==> src/rtl/inst_sequencer.sv <==
// Instruction sequencer: fetch / decode / execute / memory / writeback control FSM
// with per-state wait timeout, sticky fault state and a retired-instruction counter.
module inst_sequencer #(
    parameter logic [31:0] PC_RESET    = 32'h0000_0000,
    parameter int unsigned MEM_TIMEOUT = 15
) (
    input  logic        clk_i,
    input  logic        rst_ni,
    input  logic        run_i,
    input  logic [31:0] inst_i,
    input  logic        imem_ack_i,
    input  logic        dmem_ack_i,
    input  logic        branch_inst_i,
    input  logic        data_inst_i,
    input  logic        load_inst_i,
    input  logic        write_en_i,
    input  logic        cond_execute_i,
    output logic        imem_req_o,
    output logic [31:0] pc_o,
    output logic [31:0] ir_o,
    output logic        alu_en_o,
    output logic        dmem_req_o,
    output logic        reg_we_o,
    output logic [15:0] retired_o,
    output logic [2:0]  state_o,
    output logic        fault_o
);

    localparam logic [2:0] StIdle   = 3'd0;
    localparam logic [2:0] StFetch  = 3'd1;
    localparam logic [2:0] StDecode = 3'd2;
    localparam logic [2:0] StExec   = 3'd3;
    localparam logic [2:0] StMem    = 3'd4;
    localparam logic [2:0] StWb     = 3'd5;
    localparam logic [2:0] StFault  = 3'd6;

    // Last waiting cycle: an ack here still wins, otherwise the wait expires.
    localparam logic [3:0] WaitLast = 4'(MEM_TIMEOUT - 1);

    logic [2:0]  state_q, state_d;
    logic [31:0] pc_q, pc_d;
    logic [31:0] ir_q, ir_d;
    logic [15:0] ret_q, ret_d;
    logic [3:0]  cnt_q, cnt_d;
    // Blocks the first IDLE->FETCH until one full clock after reset release.
    logic        arm_q;

    logic        flags_legal;
    logic [2:0]  retire_state;
    logic [31:0] branch_target;

    assign retire_state  = run_i ? StFetch : StIdle;
    assign branch_target = pc_q + 32'd8 + {{6{ir_q[23]}}, ir_q[23:0], 2'b00};

    // Class flags must be exactly one-hot for a legal executed instruction.
    always_comb begin
        unique case ({branch_inst_i, data_inst_i, load_inst_i})
            3'b100, 3'b010, 3'b001: flags_legal = 1'b1;
            default:                flags_legal = 1'b0;
        endcase
    end

    // Next-state, architectural register updates and wait counter.
    always_comb begin
        state_d = state_q;
        pc_d    = pc_q;
        ir_d    = ir_q;
        ret_d   = ret_q;
        cnt_d   = 4'd0;
        case (state_q)
            StIdle: begin
                if (run_i && arm_q) state_d = StFetch;
            end
            StFetch: begin
                if (imem_ack_i) begin
                    ir_d    = inst_i;
                    state_d = StDecode;
                end else if (cnt_q == WaitLast) begin
                    state_d = StFault;
                end else begin
                    cnt_d = cnt_q + 4'd1;
                end
            end
            StDecode: begin
                if (!cond_execute_i) begin
                    pc_d    = pc_q + 32'd4;
                    state_d = retire_state;
                end else if (!flags_legal) begin
                    state_d = StFault;
                end else if (load_inst_i) begin
                    state_d = StMem;
                end else begin
                    state_d = StExec;
                end
            end
            StExec: begin
                if (branch_inst_i) begin
                    pc_d    = branch_target;
                    ret_d   = ret_q + 16'd1;
                    state_d = retire_state;
                end else begin
                    state_d = StWb;
                end
            end
            StMem: begin
                if (dmem_ack_i) begin
                    state_d = StWb;
                end else if (cnt_q == WaitLast) begin
                    state_d = StFault;
                end else begin
                    cnt_d = cnt_q + 4'd1;
                end
            end
            StWb: begin
                pc_d    = pc_q + 32'd4;
                ret_d   = ret_q + 16'd1;
                state_d = retire_state;
            end
            StFault: state_d = StFault;
            default: state_d = StFault;
        endcase
    end

    // State registers with asynchronous active-low reset.
    always_ff @(posedge clk_i or negedge rst_ni) begin
        if (!rst_ni) begin
            state_q <= StIdle;
            pc_q    <= PC_RESET;
            ir_q    <= 32'd0;
            ret_q   <= 16'd0;
            cnt_q   <= 4'd0;
            arm_q   <= 1'b0;
        end else begin
            state_q <= state_d;
            pc_q    <= pc_d;
            ir_q    <= ir_d;
            ret_q   <= ret_d;
            cnt_q   <= cnt_d;
            arm_q   <= 1'b1;
        end
    end

    // Moore strobes decoded from state only (reg_we also qualified by write_en).
    assign imem_req_o = (state_q == StFetch);
    assign alu_en_o   = (state_q == StExec);
    assign dmem_req_o = (state_q == StMem);
    assign reg_we_o   = (state_q == StWb) && write_en_i;
    assign fault_o    = (state_q == StFault);
    assign pc_o       = pc_q;
    assign ir_o       = ir_q;
    assign retired_o  = ret_q;
    assign state_o    = state_q;

endmodule
==> config.mk <==
export PLATFORM = sky130hd
export DESIGN_NAME = inst_sequencer
export DESIGN_NICKNAME = d
export VERILOG_FILES = /design/src/rtl/inst_sequencer.sv
export SDC_FILE = /design/constraint.sdc
export NUM_CORES = 1
export LEC_CHECK = 0
export ABC_AREA = 1
export ABC_CLOCK_PERIOD_IN_PS = 5000
export BUFFER_PORTS_ARGS = -buffer_cell sky130_fd_sc_hd__buf_4
export CORE_ASPECT_RATIO = 1.5
export CORE_MARGIN = 1
export CORE_UTILIZATION = 50
export DETAILED_ROUTE_END_ITERATION = 6
export PLACE_DENSITY = 0.73
export SLEW_MARGIN = 15
export SYNTH_ARGS = -nofsm -noshare
export SYNTH_HDL_FRONTEND = slang
export SYNTH_SLANG_ARGS = --single-unit
==> constraint.sdc <==
create_clock -name clk_i -period 5 [get_ports clk_i]
set_input_delay 0.25 -clock clk_i [delete_from_list [all_inputs] [get_ports clk_i]]
set_output_delay 0.25 -clock clk_i [all_outputs]
set_load 0.03 [all_outputs]
* Yosys cells after proc, flatten, opt, wreduce, memory -nomap -nowiden
Index checks and enable logic that the tools add are counted.
W data, S select, Z words.
** Storage, ports and cells
- Output and inout port bits :: 88
- Word-level logic and storage cells :: 53
- Bits in registers :: 88
** Operators by class
- Add/subtract/negate cells :: 5
- Multiplexer cells :: 20
- Equality and inequality tests :: 13
- Reduce and logical (&&, ||, !) cells :: 9
** Operator list (number)
- $pmux W32 S3 :: 1
- $mux W32 :: 2
- $add A32 B3 Y32 const B :: 1
- $add A32 B32 Y32 :: 1
- $add A32 B4 Y32 const B :: 1
- $pmux W16 S2 :: 1
- $mux W3 :: 8
- $pmux W3 S6 :: 1
- $add A16 B1 Y16 const B :: 1
- $mux W16 :: 1
- $eq A3 B3 Y1 const B :: 4
- $mux W4 :: 3
- $eq A3 B2 Y1 const B :: 3
- $pmux W4 S2 :: 1
- $eq A3 B1 Y1 const B :: 2
- $ne A2 B2 Y1 const B :: 3
- $add A4 B1 Y4 const B :: 1
- $eq A4 B4 Y1 const B :: 1
- $reduce_and A2 Y1 :: 2
- $logic_not A3 Y1 :: 1
- $reduce_and A3 Y1 :: 1
- $reduce_bool A3 Y1 :: 1
- $reduce_or A3 Y1 :: 1
- $logic_and A1 B1 Y1 :: 2
- other kinds (2) :: 3

* Logic depth before layout (Yosys ltp)
Gate-level depths: netlist (run 1).
- Depth after elaboration :: 6
- Gate-level depth with buffers :: 17
- Depth with buffers taken out :: 17

* Worst setup path before layout (run 1)
No wires, ideal clock.
- Path kind :: flip-flop to flip-flop
- Start point :: reg pc_q[3] (netlist: pc_o[3])
- End point :: reg pc_q[31] (netlist: pc_o[31])
- Period minus slack after synthesis :: 2.471 ns
- Arrival time :: 2.354 ns
- Slack :: 2.529 ns
- Buffers on the path :: 0
- Required time :: 4.883 ns
- Cell stages (with the launch flop) :: 18
- Cells stage by stage :: dfrtp_1 inv_1 ha_1 inv_1 ha_1 fa_1 nand2_1 nand3_1 nand3_1 nand2_1 nand2_1 nand2_1 nand2_1 nand2_1 nand2_1 nand3_1 nand2_1 nand2_1
** On the way
- Cells in the longest elaborated chain, start to end :: 4
- Elaborated cells on any way between the ends :: 6
- Classes of those cells :: add/sub: 3; mux: 3
** RTL lines
- start, declared :: RTL line 41 : logic [31:0] pc_q, pc_d;
- start signal, assigned :: RTL line 135 : pc_q <= pc_d;
- $add A32 B4 Y32 :: RTL line 53 : assign branch_target = pc_q + 32'd8 + {{6{ir_q[23]}}, ir_q[23:0], 2'b00};
- $add A32 B32 Y32 :: RTL line 53
- $mux W32 :: RTL line 97 : if (branch_inst_i) begin
- $pmux W32 S3 * :: RTL line 70 : case (state_q)
Every way passes the cells marked *; elsewhere a longest branch is shown, timed or not. The select of a mux whose other input is x is not followed.
A chain may end at the register's enable or synchronous reset.

* Worst setup path after layout (run 1)
- Start point :: reg state_q[0] (netlist: state_o[0])
- End point :: out alu_en_o
** On the way
- Cells in the longest elaborated chain, start to end :: 1
** RTL lines
- start, declared :: RTL line 40 : logic [2:0] state_q, state_d;
- start signal, assigned :: RTL line 127 : state_q <= StIdle;
- start signal, assigned :: RTL line 134 : state_q <= state_d;
- $eq A3 B2 Y1 :: RTL line 145 : assign alu_en_o = (state_q == StExec);
- end, declared :: RTL line 21 : output logic alu_en_o,
Every way passes these cells.

==> impl_summary.md, run 1 <==
Floorplanning
The number of standard-cell rows in the floorplan is 52. After floorplanning, the core was sized to cover 0.0137 sq mm. For this configuration, the core starts out at a cell density of 51.9%. The die covers 0.0147 sq mm. The number of I/O pins is 130. Measured along the x axis, the die boundary spans 99.2 um. Measured along the y axis, the die boundary spans 148 um.

Global routing
The first-pass GRT wire length is between 30000 and 40000 um. The pin count of the biggest net entering global routing is 60. The number of global-route vias before repair is 7094. Summed over all layers, the global routing overflow is 0. The initial antenna violation count is 0.

Global routing used just over 30% of the available tracks across all layers.

Synthesis
The number of warnings printed during yosys synthesis is 0. The fraction of synthesis flops using an asynchronous set or reset pin is 100%. Among all cell types in the netlist, the one instantiated most often is sky130_fd_sc_hd__nand2_1. The number of standard cells after synthesis is 1038. The post-synthesis cell type count is 43. After synthesis, the most frequently instantiated cells are sky130_fd_sc_hd__nand2_1 (329), sky130_fd_sc_hd__inv_1 (156), sky130_fd_sc_hd__nor2_1 (94).

The most used flip-flop cell after synthesis is sky130_fd_sc_hd__dfrtp_1. The cell type with the highest aggregate area in the netlist is sky130_fd_sc_hd__dfrtp_1. The synthesized flop and latch total is 86. In this run the mean area of a mapped cell was 6.83 sq um. Yosys attributes the largest share of cell area to sky130_fd_sc_hd__dfrtp_1 (30%), sky130_fd_sc_hd__nand2_1 (17%), sky130_fd_sc_hd__ha_1 (11%), sky130_fd_sc_hd__inv_1 (8.3%), sky130_fd_sc_hd__nand3_1 (5.7%). The sequential fraction of the synthesis area is 30.4%. The post-synth design cell area is 0.00709 sq mm. The number of enable flip-flop cells after synthesis is 0.

The area share of the leading cell type in the synthesized netlist is 30.4%.

Timing
The portion of the clock cycle consumed by the worst path in the final layout is 59.6%. The worst-case hold slack is between 0.1 and 0.15 ns. The hold violation total from the final report is 0. Setup repair after global routing left no endpoint under its margin.

Derived from the worst setup path, the maximum achievable clock frequency is 336 MHz. For the pin with the worst max-slew slack, the measured transition is 0.959 ns. Setup violations remaining at the end of the flow were counted as 0. The number of max-slew violations in the final report is 0. Between clock sinks in the finished design, the worst skew comes to 0.0100 ns. The minimum clock period after layout is 2.98 ns.

The slack of the critical path is 2.02 ns. Measured against its own limit, the worst slew margin works out to 35.7%. After routing, the total negative slack on setup checks comes to 0 ns.

Worst setup path
STA classifies the critical path endpoint as a primary output. For the worst setup path, the data required time is 4.75 ns. The critical path goes through inv_2 > nor2_4 > nand2_4 > clkinv_1 > buf_4. The sort of element at the start of the critical path is a register.

Along the worst path, the maximum fanout reaches 44. The cell with the largest stage delay on the worst path is sky130_fd_sc_hd__clkinv_1. Grouping stages by cell kind, the critical path spends the most delay in buffers and inverters. The count of buffering cells on the critical path with inverters included is 3. The critical path is of the register to primary output type. The largest incremental delay on the critical path is 0.91 ns. For the worst setup path, the data arrival time is 2.73 ns. The critical path runs through a total of 5 cells. The worst register-to-register path has a depth of 11.

Placed design
Routability-driven placement finished with a final weighted congestion of 1.07. Before CTS, the worst setup slack after placement is 2.27 ns. The post-placement cell area is a little over 0.008 sq mm. The HPWL after detailed placement is 17200 um.

The number of port buffers is about 130.

Detailed routing
In the final routed layout, each cell accounts on average for 16.6 um. Wires add up to 22100 um. In this run the remaining antenna-violating nets after routing total 0. In the routed layout, each cell is associated on average with a via count of about 5.5. The first TritonRoute pass finished after 5 iterations.

The number of remaining DRC errors is 0. The number of DRC markers after the initial detailed-route iteration is 424. The vias after detailed routing is ~7300.

Clock network
The insertion delay to the later sink of the worst-skew pair is 0.35 ns. The clock net sink count is 86. The root buffer selected by CTS is sky130_fd_sc_hd__clkbuf_16. The clock tree synthesis step divided the H-tree into 3 levels. The clock tree from TritonCTS is done. Clock tree synthesis inserted a total of 9 buffers.

Once the clock tree was built, the setup fixing pass inserted 0 buffers. After clock tree synthesis, the clock-pin slew on the worst setup and hold paths is around 0.07 ns. The count of cells resized by post-cts repair is 0. The clock passes through at most 2 buffers.

Layout
The final design instance area without fill is 0.00849 sq mm. The layout net count is 1267. From synthesis to final layout, the design area changed by 19.8%. In the final layout, the share of cells above drive strength 1 is 16.0%. The antenna cell count is 0.

Job
The tool flagged a number of max-cap violations equal to 0.

Hold path
In this run the worst hold path is classified as primary input to register. The worst hold path passes through 2 cells.

Power
For this design the static power due to leakage is slightly below 5 nW. After layout, the design draws a total of about 1.5 mW. Dividing total power by cell area gives a power density of 171 mW/mm^2. The maximum resistive drop on vdd is 159 uV.

Run status
The run finished with clean final reports.
-- layout by cell type, fill, tap and decap left out, drive strengths merged, types with 2 or more instances in the layout --
master / netlist / final
buf: 13 / 129
o211ai: 2 / 2
mux2: 31 / 31
o21ai: 29 / 29
inv: 158 / 160
ha: 61 / 61
a21boi: 5 / 5
or2: 2 / 2
nand3b: 3 / 3
clkinv: 1 / 2
nor2: 96 / 96
a21oi: 53 / 53
clkbuf: 4 / 11
nand2: 332 / 332
xor2: 17 / 17
o21a: 2 / 2
nand4: 16 / 16
o21bai: 4 / 4
nor3: 21 / 21
nand3: 81 / 81
xnor2: 9 / 9
o22ai: 2 / 2
conb: 2 / 3
dfrtp: 86 / 86
-- worst paths after layout --
kind	from	end	slack (ns)
worst max-delay path	state_o[0]	alu_en_o	2.02
worst min-delay path	inst_i[30]	ir_o[30]	0.13
worst max register to register	pc_o[4]	pc_o[18]	2.10
worst min register to register	retired_o[15]	retired_o[15]	0.47
max in group asynchronous	rst_ni	pc_o[12]	3.47
min in group asynchronous	rst_ni	ir_o[12]	0.37
-- metrics by stage --
stage	cells	utilization [%]
after floorplan	1039	-
after global placement	1313	59.8
after detailed placement	1313	59.8
after CTS	1330	62.1
after global routing	1330	62.1
final	1330	62.1
-- report_power, final --
part / leakage [nW] / total [mW] / switching (mW) / internal [mW]
clock: 0.148 / 0.711 / 0.303 / 0.408
sequential: 1.11 / 0.696 / 0.000270 / 0.696
combinational: 3.62 / 0.0455 / 0.0235 / 0.0220
-- what timing repair did --
item | CTS | global route
endpoints found under the setup margin | 0 | 0
hold buffers | 1 | 0
endpoints found under the hold margin | 27 | 0
-- worst reg2reg max path: cells and delay by family, from the launching register on --
family,cells,cell delay (ns)
AOI/OAI and AO/OA,2,0.85
adders and majority gates,2,0.73
buffers and inverters,1,0.05
DFF,1,0.48
and+or+nand+nor,6,0.73
-- state kept, by name, summed over array words and instances (netlist names) --
register,cells
state_o,3
pc_o,30
arm_q,1
cnt_q,4
ir_o,32
retired_o,16
-- layout make-up --
| type | count | area [sq um] |
|---|---|---|
| inverter | 159 | 597 |
| tap | 162 | 203 |
| timing repair buffer | 130 | 978 |
| multi-input combinational | 777 | 4250 |
| sequential | 86 | 2150 |
| clock inverter | 5 | 66.3 |
| fill | 1315 | 5170 |
| clock buffer | 11 | 243 |
-- routing by layer --
metal / routed length (um) / up-vias / share of wire, % / GRT usage, %
met2: 11100 / 284 / 50 / 54.5
met3: 1140 / 79 / 5.2 / 3.97
met5: 0 / - / 0 / 0
met4: 1800 / 0 / 8.1 / 24.2
li1: - / 3569 / - / -
met1: 8060 / 3403 / 37 / 33.0
-- logic make-up (layout without fill, tap and decap cells) --
logic type | Yosys count | count (layout) | synth area share, %
AO/OA/AOI/OAI | 104 | 104 | 8.30
XOR/XNOR | 26 | 26 | 3.21
adder cells (fa/ha/maj) | 62 | 62 | 11.1
buffers and inverters | 176 | 305 | 9.71
flip-flops | 86 | 86 | 30.4
multiplexers | 31 | 31 | 4.93
other | 2 | 3 | 0.106
AND/OR/NAND/NOR | 551 | 551 | 32.3
(Power assumes the default switching activity.)
==> run 2, diff against run 1 <==
--- a/config.mk
+++ b/config.mk
@@ -6,13 +6,13 @@
 export NUM_CORES = 1
 export LEC_CHECK = 0
 export ABC_AREA = 1
-export ABC_CLOCK_PERIOD_IN_PS = 5000
+export ABC_CLOCK_PERIOD_IN_PS = 2600
 export BUFFER_PORTS_ARGS = -buffer_cell sky130_fd_sc_hd__buf_4
 export CORE_ASPECT_RATIO = 1.5
 export CORE_MARGIN = 1
 export CORE_UTILIZATION = 50
 export DETAILED_ROUTE_END_ITERATION = 6
-export PLACE_DENSITY = 0.73
+export PLACE_DENSITY = 0.76
 export SLEW_MARGIN = 15
 export SYNTH_ARGS = -nofsm -noshare
 export SYNTH_HDL_FRONTEND = slang
==> constraint.sdc (replaced) <==
create_clock -name clk_i -period 2.6 [get_ports clk_i]
set_input_delay 0.13 -clock clk_i [delete_from_list [all_inputs] [get_ports clk_i]]
set_output_delay 0.13 -clock clk_i [all_outputs]
set_load 0.03 [all_outputs]
==> impl_summary.md, run 2 (synthesis gave the netlist of run 1 again) <==
Worst setup path
The kind of end point of the critical path is a register (was primary output). The reg-to-reg critical path endpoint is pc_o[21] (was pc_o[18]). The sort of element at the start of the critical path is a register (unchanged). The data required time at the worst endpoint came to 2.85 ns (was 4.75 ns).

The start of the worst register-to-register path is ir_o[10] (was pc_o[4]). The data arrival time of the critical path is 2.68 ns (was 2.73 ns). The depth of the worst register-to-register path is 10 (was 11).

The flop-to-flop setup slack is 0.17 ns (was 2.10 ns). The category of the most critical setup path is register to register (was register to primary output). The maximum fanout along the worst path is 5 (was 44).

Clock network
The post-CTS setup repair buffer count came to 0 (unchanged). The insertion delay to the later sink of the worst-skew pair was 0.36 ns (was 0.35 ns). The root buffer selected by CTS is sky130_fd_sc_hd__clkbuf_16 (unchanged). The clock tree from TritonCTS is done (unchanged). The buffer levels on the longest clock path came to 2 (unchanged). The clock net sink count is 86 (unchanged). The number of levels the H-tree was split into was 3 (unchanged). The clock-pin slew reported for the worst setup and hold paths after clock tree synthesis is 0.08 ns (was 0.07 ns). The number of buffers created by CTS is 9 (unchanged).

Timing
The final sum of negative setup slack is 0 ns (unchanged). RSZ-0062 raised after global routing: false (unchanged). The hold violation total from the final report is 0 (unchanged).

The worst-case hold slack is 0.00770 ns (was 0.129 ns). The minimum clock period after layout is between 2 and 2.5 ns. The final-report setup violation count is 0 (unchanged).

The clock skew after layout is 0.0140 ns (was 0.0100 ns). The number of max-slew violations in the final report is 0 (unchanged). The slew at the pin with the worst max-slew slack is 0.587 ns (was 0.959 ns). The highest achievable clock rate is 412 MHz. After layout, the worst path uses about 93% of the clock period. The max-slew headroom at the worst pin is 60.6% (was 35.7%).

Detailed routing
The number of nets with antenna violations after routing came to 0 (unchanged). The number of DRC markers after the initial detailed-route iteration was 509 (was 424). The routed wire length is 22200 um (was 22100 um). The number of optimization iterations in the first detailed-route pass is 7 (was 5).

The detail-routed net length per standard cell is 16.1 um (was 16.6 um). The vias after detailed routing came to 7421 (was 7335). The average via count per standard cell is 5.40 (was 5.52).

The number of remaining DRC errors is 2 (was 0).

Global routing
The pin count of the biggest net entering global routing is 47 (was 60). The first-pass GRT wire length is 35200 um (was 34800 um). The global-route usage over all layers came to 31.3% (was 30.9%). The global route total overflow is 0 (unchanged). The initial antenna violation count is 0 (unchanged). The number of global-route vias before repair is 7206 (was 7094).

Floorplanning
The floorplan core area came to 0.0137 sq mm (unchanged). The number of standard-cell rows in the floorplan came to 52 (unchanged). The width of the chip is 99.2 um (unchanged). The starting density of the core is 51.9% (unchanged).

The full die area came to 0.0147 sq mm (unchanged). The number of I/O pins is 130 (unchanged). The chip height is 148 um (unchanged).

Run status
Status: complete, but fails checks (was finished, final reports clean). The final reports fail on design-rule violations.

Layout
The most common cell after layout, fill and taps aside was sky130_fd_sc_hd__nand2_1 (unchanged). The number of inserted filler cells in the final layout is 1282 (was 1315). The flip-flop count of the largest register, all copies and words added is 32 (unchanged). Most frequent cells in the layout: sky130_fd_sc_hd__nand2_1 (329), sky130_fd_sc_hd__buf_4 (166), sky130_fd_sc_hd__inv_1 (156) (was sky130_fd_sc_hd__nand2_1 (329), sky130_fd_sc_hd__inv_1 (156), sky130_fd_sc_hd__buf_4 (129)).

The final cell utilization of the core is 65.0% (was 62.1%). The layout net count is 1312 (was 1267). The final instance count without filler cells was 1375 (was 1330).

The antenna cell count is 0 (unchanged). The synthesis-to-finish area growth is 25.4% (was 19.8%). The fraction of final layout cells with drive strength greater than 1 is 18.8% (was 16.0%).

The footprint of the multi-input gates is 0.00425 sq mm (about the same). The sequential cell area is 0.00215 sq mm (unchanged).

Power
The reported leakage power was 5.12 nW (was 4.88 nW). The maximum resistive drop on vdd came to 272 uV (was 159 uV). The power density normalized to cell area is 325 mW/mm^2 (was 171 mW/mm^2).

Hold path
The critical hold path startpoint is inst_i[27] (was inst_i[30]). The instance count along the most critical hold path is 2 (unchanged). The worst min-delay path class was primary input to register (unchanged). The hold path endpoint is ir_o[27] (was ir_o[30]).

Placed design
The number of port buffers was 127 (unchanged). The placed wire-length estimate came to 17800 um (was 17200 um). The final estimated routing congestion in global placement is 1.01 (was 1.07). The cell count after placement is 1352 (was 1313).

Job
The total of max-cap violations is 0 (unchanged).
## run 2: cell count changes in the layout (fill, tap and decap cells not counted), moves of 2 or more
cell,delta
sky130_fd_sc_hd__inv_6,+3
sky130_fd_sc_hd__buf_12,+2
sky130_fd_sc_hd__buf_4,+37
sky130_fd_sc_hd__dlygate4sd3_1,+6
## run 2: metrics by stage
stage	area, sq um	setup slack [ns]	power, mW
after floorplan	7090	0.129	1.38
after global placement	8490	0.199	1.45
after detailed placement	8490	0.174	1.45
after CTS	8880	0.162	2.92
after global routing	8890	0.00983	2.97
final	8890	0.173	2.89
## run 2: cell type report
type / instances / area share [%]
timing repair buffer: 175 / 15.3
multi-input combinational: 777 / 47.9
clock inverter: 7 / 1.13
tap: 162 / 2.28
clock buffer: 9 / 2.53
sequential: 86 / 24.2
inverter: 159 / 6.72
## run 2: worst max path at each step
stage / from / end / cells past startpoint
CTS: ir_o[10] / pc_o[21] / 10
finish: ir_o[10] / pc_o[21] / 10
global route: pc_o[5] / pc_o[18] / 11
global placement: ir_o[10] / pc_o[21] / 10
detailed placement: ir_o[10] / pc_o[21] / 10
floorplan: pc_o[3] / pc_o[31] / 17
## run 2: repair_timing
item,4_1_cts,5_1_grt
resized for setup,0,2
hold buffers,7,0
endpoints found under the setup margin,0,4
endpoints found under the hold margin,46,0
## run 2: routing by layer
metal  track usage (%)  share of wire [%]  up-vias
met5                 0                  0        -
met4              24.1                8.1        0
met3              4.63                4.9       93
met2              55.5                 51      281
met1              32.9                 36     3388
li1                  -                  -     3659
## run 2: report_power, final
group	leakage, nW	total [mW]	switching (mW)	internal [mW]
registers	1.11	1.34	0.000174	1.34
logic	3.85	0.0965	0.0461	0.0503
clock network	0.161	1.46	0.601	0.855
## run 2: worst max-delay path, cell delays in order (launching register included)
cell                      delay (ns)
sky130_fd_sc_hd__dfrtp_1        0.41
sky130_fd_sc_hd__ha_1           0.33
sky130_fd_sc_hd__ha_1           0.37
sky130_fd_sc_hd__nand2_1        0.13
sky130_fd_sc_hd__inv_1          0.05
sky130_fd_sc_hd__a21oi_1        0.20
sky130_fd_sc_hd__nand3_1        0.23
sky130_fd_sc_hd__a21oi_1        0.32
sky130_fd_sc_hd__nor2_1         0.06
sky130_fd_sc_hd__o21ai_0        0.17
sky130_fd_sc_hd__nand2_1        0.07
==> run 3, diff against run 2 <==
--- a/config.mk
+++ b/config.mk
@@ -12,6 +12,7 @@
 export CORE_MARGIN = 1
 export CORE_UTILIZATION = 50
 export DETAILED_ROUTE_END_ITERATION = 6
+export MAX_ROUTING_LAYER = met4
 export PLACE_DENSITY = 0.76
 export SLEW_MARGIN = 15
 export SYNTH_ARGS = -nofsm -noshare
==> impl_summary.md, run 3 (synthesis gave the netlist of run 1 again) <==
Power
The maximum resistive drop on vdd was 356 uV (was 272 uV). The switching power as a share of total power is 23.1% (was 22.4%). The share of power burned in combinational logic is 3.5% (was 3.3%). The clock power share is 48.4% (was 50.4%). The post-route total power is 2.78 mW (was 2.89 mW). The cell-internal power is 2.14 mW (was 2.24 mW).

The reported leakage power is 5.12 nW (about the same). The relative contribution of sequential cells to total power is 48.1% (was 46.3%). The power density normalized to cell area is 313 mW/mm^2 (was 325 mW/mm^2). The power dissipated by switching net loads is 642 uW (was 647 uW).

Timing
The number of max-slew violations in the final report is 0 (unchanged). The max-slew headroom at the worst pin is 64.2% (was 60.6%). The hold violation total from the final report was 0 (unchanged). The highest achievable clock rate is 419 MHz (was 412 MHz).

The final sum of negative setup slack is 0 ns (unchanged). RSZ-0062 raised after global routing: false (unchanged). The final-report setup violation count is 0 (unchanged). The slew at the pin with the worst max-slew slack was 0.533 ns (was 0.587 ns). The clock skew after layout came to 0.00749 ns (was 0.0140 ns).

The minimum clock period after layout is 2.39 ns (was 2.43 ns). The portion of the clock cycle consumed by the worst path in the final layout came to 91.7% (was 93.4%).

Global routing
The pin count of the biggest net entering global routing is 54 (was 47). The global route total overflow is 0 (unchanged). The global-route usage over all layers is 32.9% (was 31.3%).

The number of global-route vias before repair is 7189 (was 7206). The first-pass GRT wire length was 35700 um (was 35200 um). The initial antenna violation count is 0 (unchanged).

Layout
The final instance count without filler cells was 1379 (was 1375). The footprint of the multi-input gates came to 0.00426 sq mm (was 0.00425 sq mm). The most common cell after layout, fill and taps aside was sky130_fd_sc_hd__nand2_1 (unchanged).

The sequential cell area is 0.00215 sq mm (unchanged). The flip-flop count of the largest register, all copies and words added is 32 (unchanged). The number of inserted filler cells in the final layout was 1323 (was 1282). The synthesis-to-finish area growth is 25.4% (about the same). The antenna cell count came to 0 (unchanged). Most frequent cells in the layout: sky130_fd_sc_hd__nand2_1 (328), sky130_fd_sc_hd__buf_4 (171), sky130_fd_sc_hd__inv_1 (156) (was sky130_fd_sc_hd__nand2_1 (329), sky130_fd_sc_hd__buf_4 (166), sky130_fd_sc_hd__inv_1 (156)). The layout net count came to 1316 (was 1312). The fraction of final layout cells with drive strength greater than 1 was 19.1% (was 18.8%).

Worst setup path
The kind of end point of the critical path is a register (unchanged). The start point of the critical path is ir_o[1] (was ir_o[10]). The category of the most critical setup path is register to register (unchanged). The sort of element at the start of the critical path was a register (unchanged).

The maximum fanout along the worst path is 3 (was 5). The data required time at the worst endpoint came to 2.84 ns (was 2.85 ns). The data arrival time of the critical path is 2.62 ns (was 2.68 ns). The start of the worst register-to-register path is ir_o[1] (was ir_o[10]).

Hold path
The critical hold path startpoint is inst_i[7] (was inst_i[27]). The worst min-delay path class was primary input to register (unchanged).

Detailed routing
The number of DRC markers after the initial detailed-route iteration came to 379 (was 509). The number of nets with antenna violations after routing is 0 (unchanged). The wire length on met2 was 11600 um (was 11200 um).

The number of remaining DRC errors is 0 (was 2). The routed length on met3 is 1100 um (was 1090 um). The top layer reached by signal wires is met4 (unchanged). The routed metal-1 wirelength is 8140 um (was 8100 um). The number of optimization iterations in the first detailed-route pass is 7 (unchanged). The routed wire length was 22800 um (was 22200 um).

The detail-routed net length per standard cell is 16.5 um (was 16.1 um). The average via count per standard cell is 5.39 (was 5.40). The vias after detailed routing is 7427 (was 7421).

Floorplanning
The full die area is 0.0147 sq mm (unchanged). The number of I/O pins is 130 (unchanged). The number of standard-cell rows in the floorplan is 52 (unchanged). The chip height came to 148 um (unchanged). The floorplan core area was 0.0137 sq mm (unchanged).

The width of the chip is 99.2 um (unchanged). The starting density of the core came to 51.9% (unchanged).

Placed design
The final estimated routing congestion in global placement is 0.997 (was 1.01). The placed wire-length estimate was 18400 um (was 17800 um). The cell count after placement is 1357 (was 1352). The number of port buffers is 127 (unchanged).

Run status
Status: finished, final reports clean (was complete, but fails checks).

Job
The total of max-cap violations is 0 (unchanged).

Clock network
The root buffer selected by CTS is sky130_fd_sc_hd__clkbuf_16 (unchanged). The insertion delay to the later sink of the worst-skew pair was 0.35 ns (was 0.36 ns). The buffer levels on the longest clock path is 2 (unchanged). The clock net sink count is 86 (unchanged). The number of buffers created by CTS is 9 (unchanged). The number of levels the H-tree was split into is 3 (unchanged).

The clock-pin slew reported for the worst setup and hold paths after clock tree synthesis is 0.07 ns (was 0.08 ns). The clock tree from TritonCTS is done (unchanged).
[run 3: stage by stage]
stage / utilization [%] / instance area (sq um) / hold slack [ns] / worst slack [ns]
2_1_floorplan: - / 7090 / -0.166 / 0.129
3_3_place_gp: 62.4 / 8530 / 0.137 / 0.188
3_5_place_dp: 62.4 / 8530 / 0.136 / 0.111
5_1_grt: 65.1 / 8890 / 0.00387 / 0.0122
4_1_cts: 65.0 / 8870 / 0.000208 / 0.0887
6_report: 65.1 / 8890 / 0.00506 / 0.215
[run 3: worst max-delay path: stages, from the launching register on]
cell                      delay (ns)
sky130_fd_sc_hd__dfrtp_1        0.39
sky130_fd_sc_hd__inv_1          0.08
sky130_fd_sc_hd__ha_1           0.22
sky130_fd_sc_hd__inv_1          0.06
sky130_fd_sc_hd__ha_1           0.20
sky130_fd_sc_hd__fa_2           0.23
sky130_fd_sc_hd__nand2_1        0.07
sky130_fd_sc_hd__nand3_1        0.09
sky130_fd_sc_hd__nand2_1        0.09
sky130_fd_sc_hd__o21ai_1        0.30
sky130_fd_sc_hd__nand3_1        0.16
sky130_fd_sc_hd__nand3_1        0.10
sky130_fd_sc_hd__nand2_1        0.04
sky130_fd_sc_hd__o21ai_0        0.18
sky130_fd_sc_hd__nand2_1        0.07
[run 3: final timing paths]
check	end	slack, ns	depth (start not counted)
max in group asynchronous	pc_o[21]	1.63	3
hold / removal	ir_o[7]	0.005	2
setup reg to reg	pc_o[17]	0.21	14
min in group asynchronous	ir_o[31]	0.29	2
hold reg to reg	retired_o[15]	0.49	1
setup / recovery	pc_o[17]	0.21	14
[run 3: what timing repair did]
action | 4_1_cts | 5_1_grt
buffers inserted | 0 | 0
hold buffers | 5 | 1
setup endpoints to repair | 0 | 6
resized for setup | 0 | 4
endpoints found under the hold margin | 37 | 1
[run 3: layout make-up]
| cell class | instances | share of cell area [%] |
|---|---|---|
| Tap cell | 162 | 2.28 |
| Timing Repair Buffer | 179 | 15.6 |
| Sequential cell | 86 | 24.2 |
| Clock buffer | 10 | 2.58 |
| Clock inverter | 6 | 0.788 |
| Multi-Input combinational cell | 777 | 47.9 |
| Inverter | 159 | 6.71 |
[run 3: power by group through the flow]
stage | Sequential (mW) | Combinational [mW] | Clock [mW]
6_report | 1.34 | 0.0967 | 1.35
5_1_grt | 1.34 | 0.107 | 1.41
4_1_cts | 1.34 | 0.0973 | 1.38
3_5_place_dp | 1.36 | 0.0912 | 0
3_3_place_gp | 1.36 | 0.0896 | 0
2_1_floorplan | 1.36 | 0.0113 | 0
[run 3: layer usage]
metal,vias up,GRT usage [%]
met2,254,56.7
met1,3399,33.0
met3,108,5.30
li1,3666,-
met5,-,-
met4,0,25.2
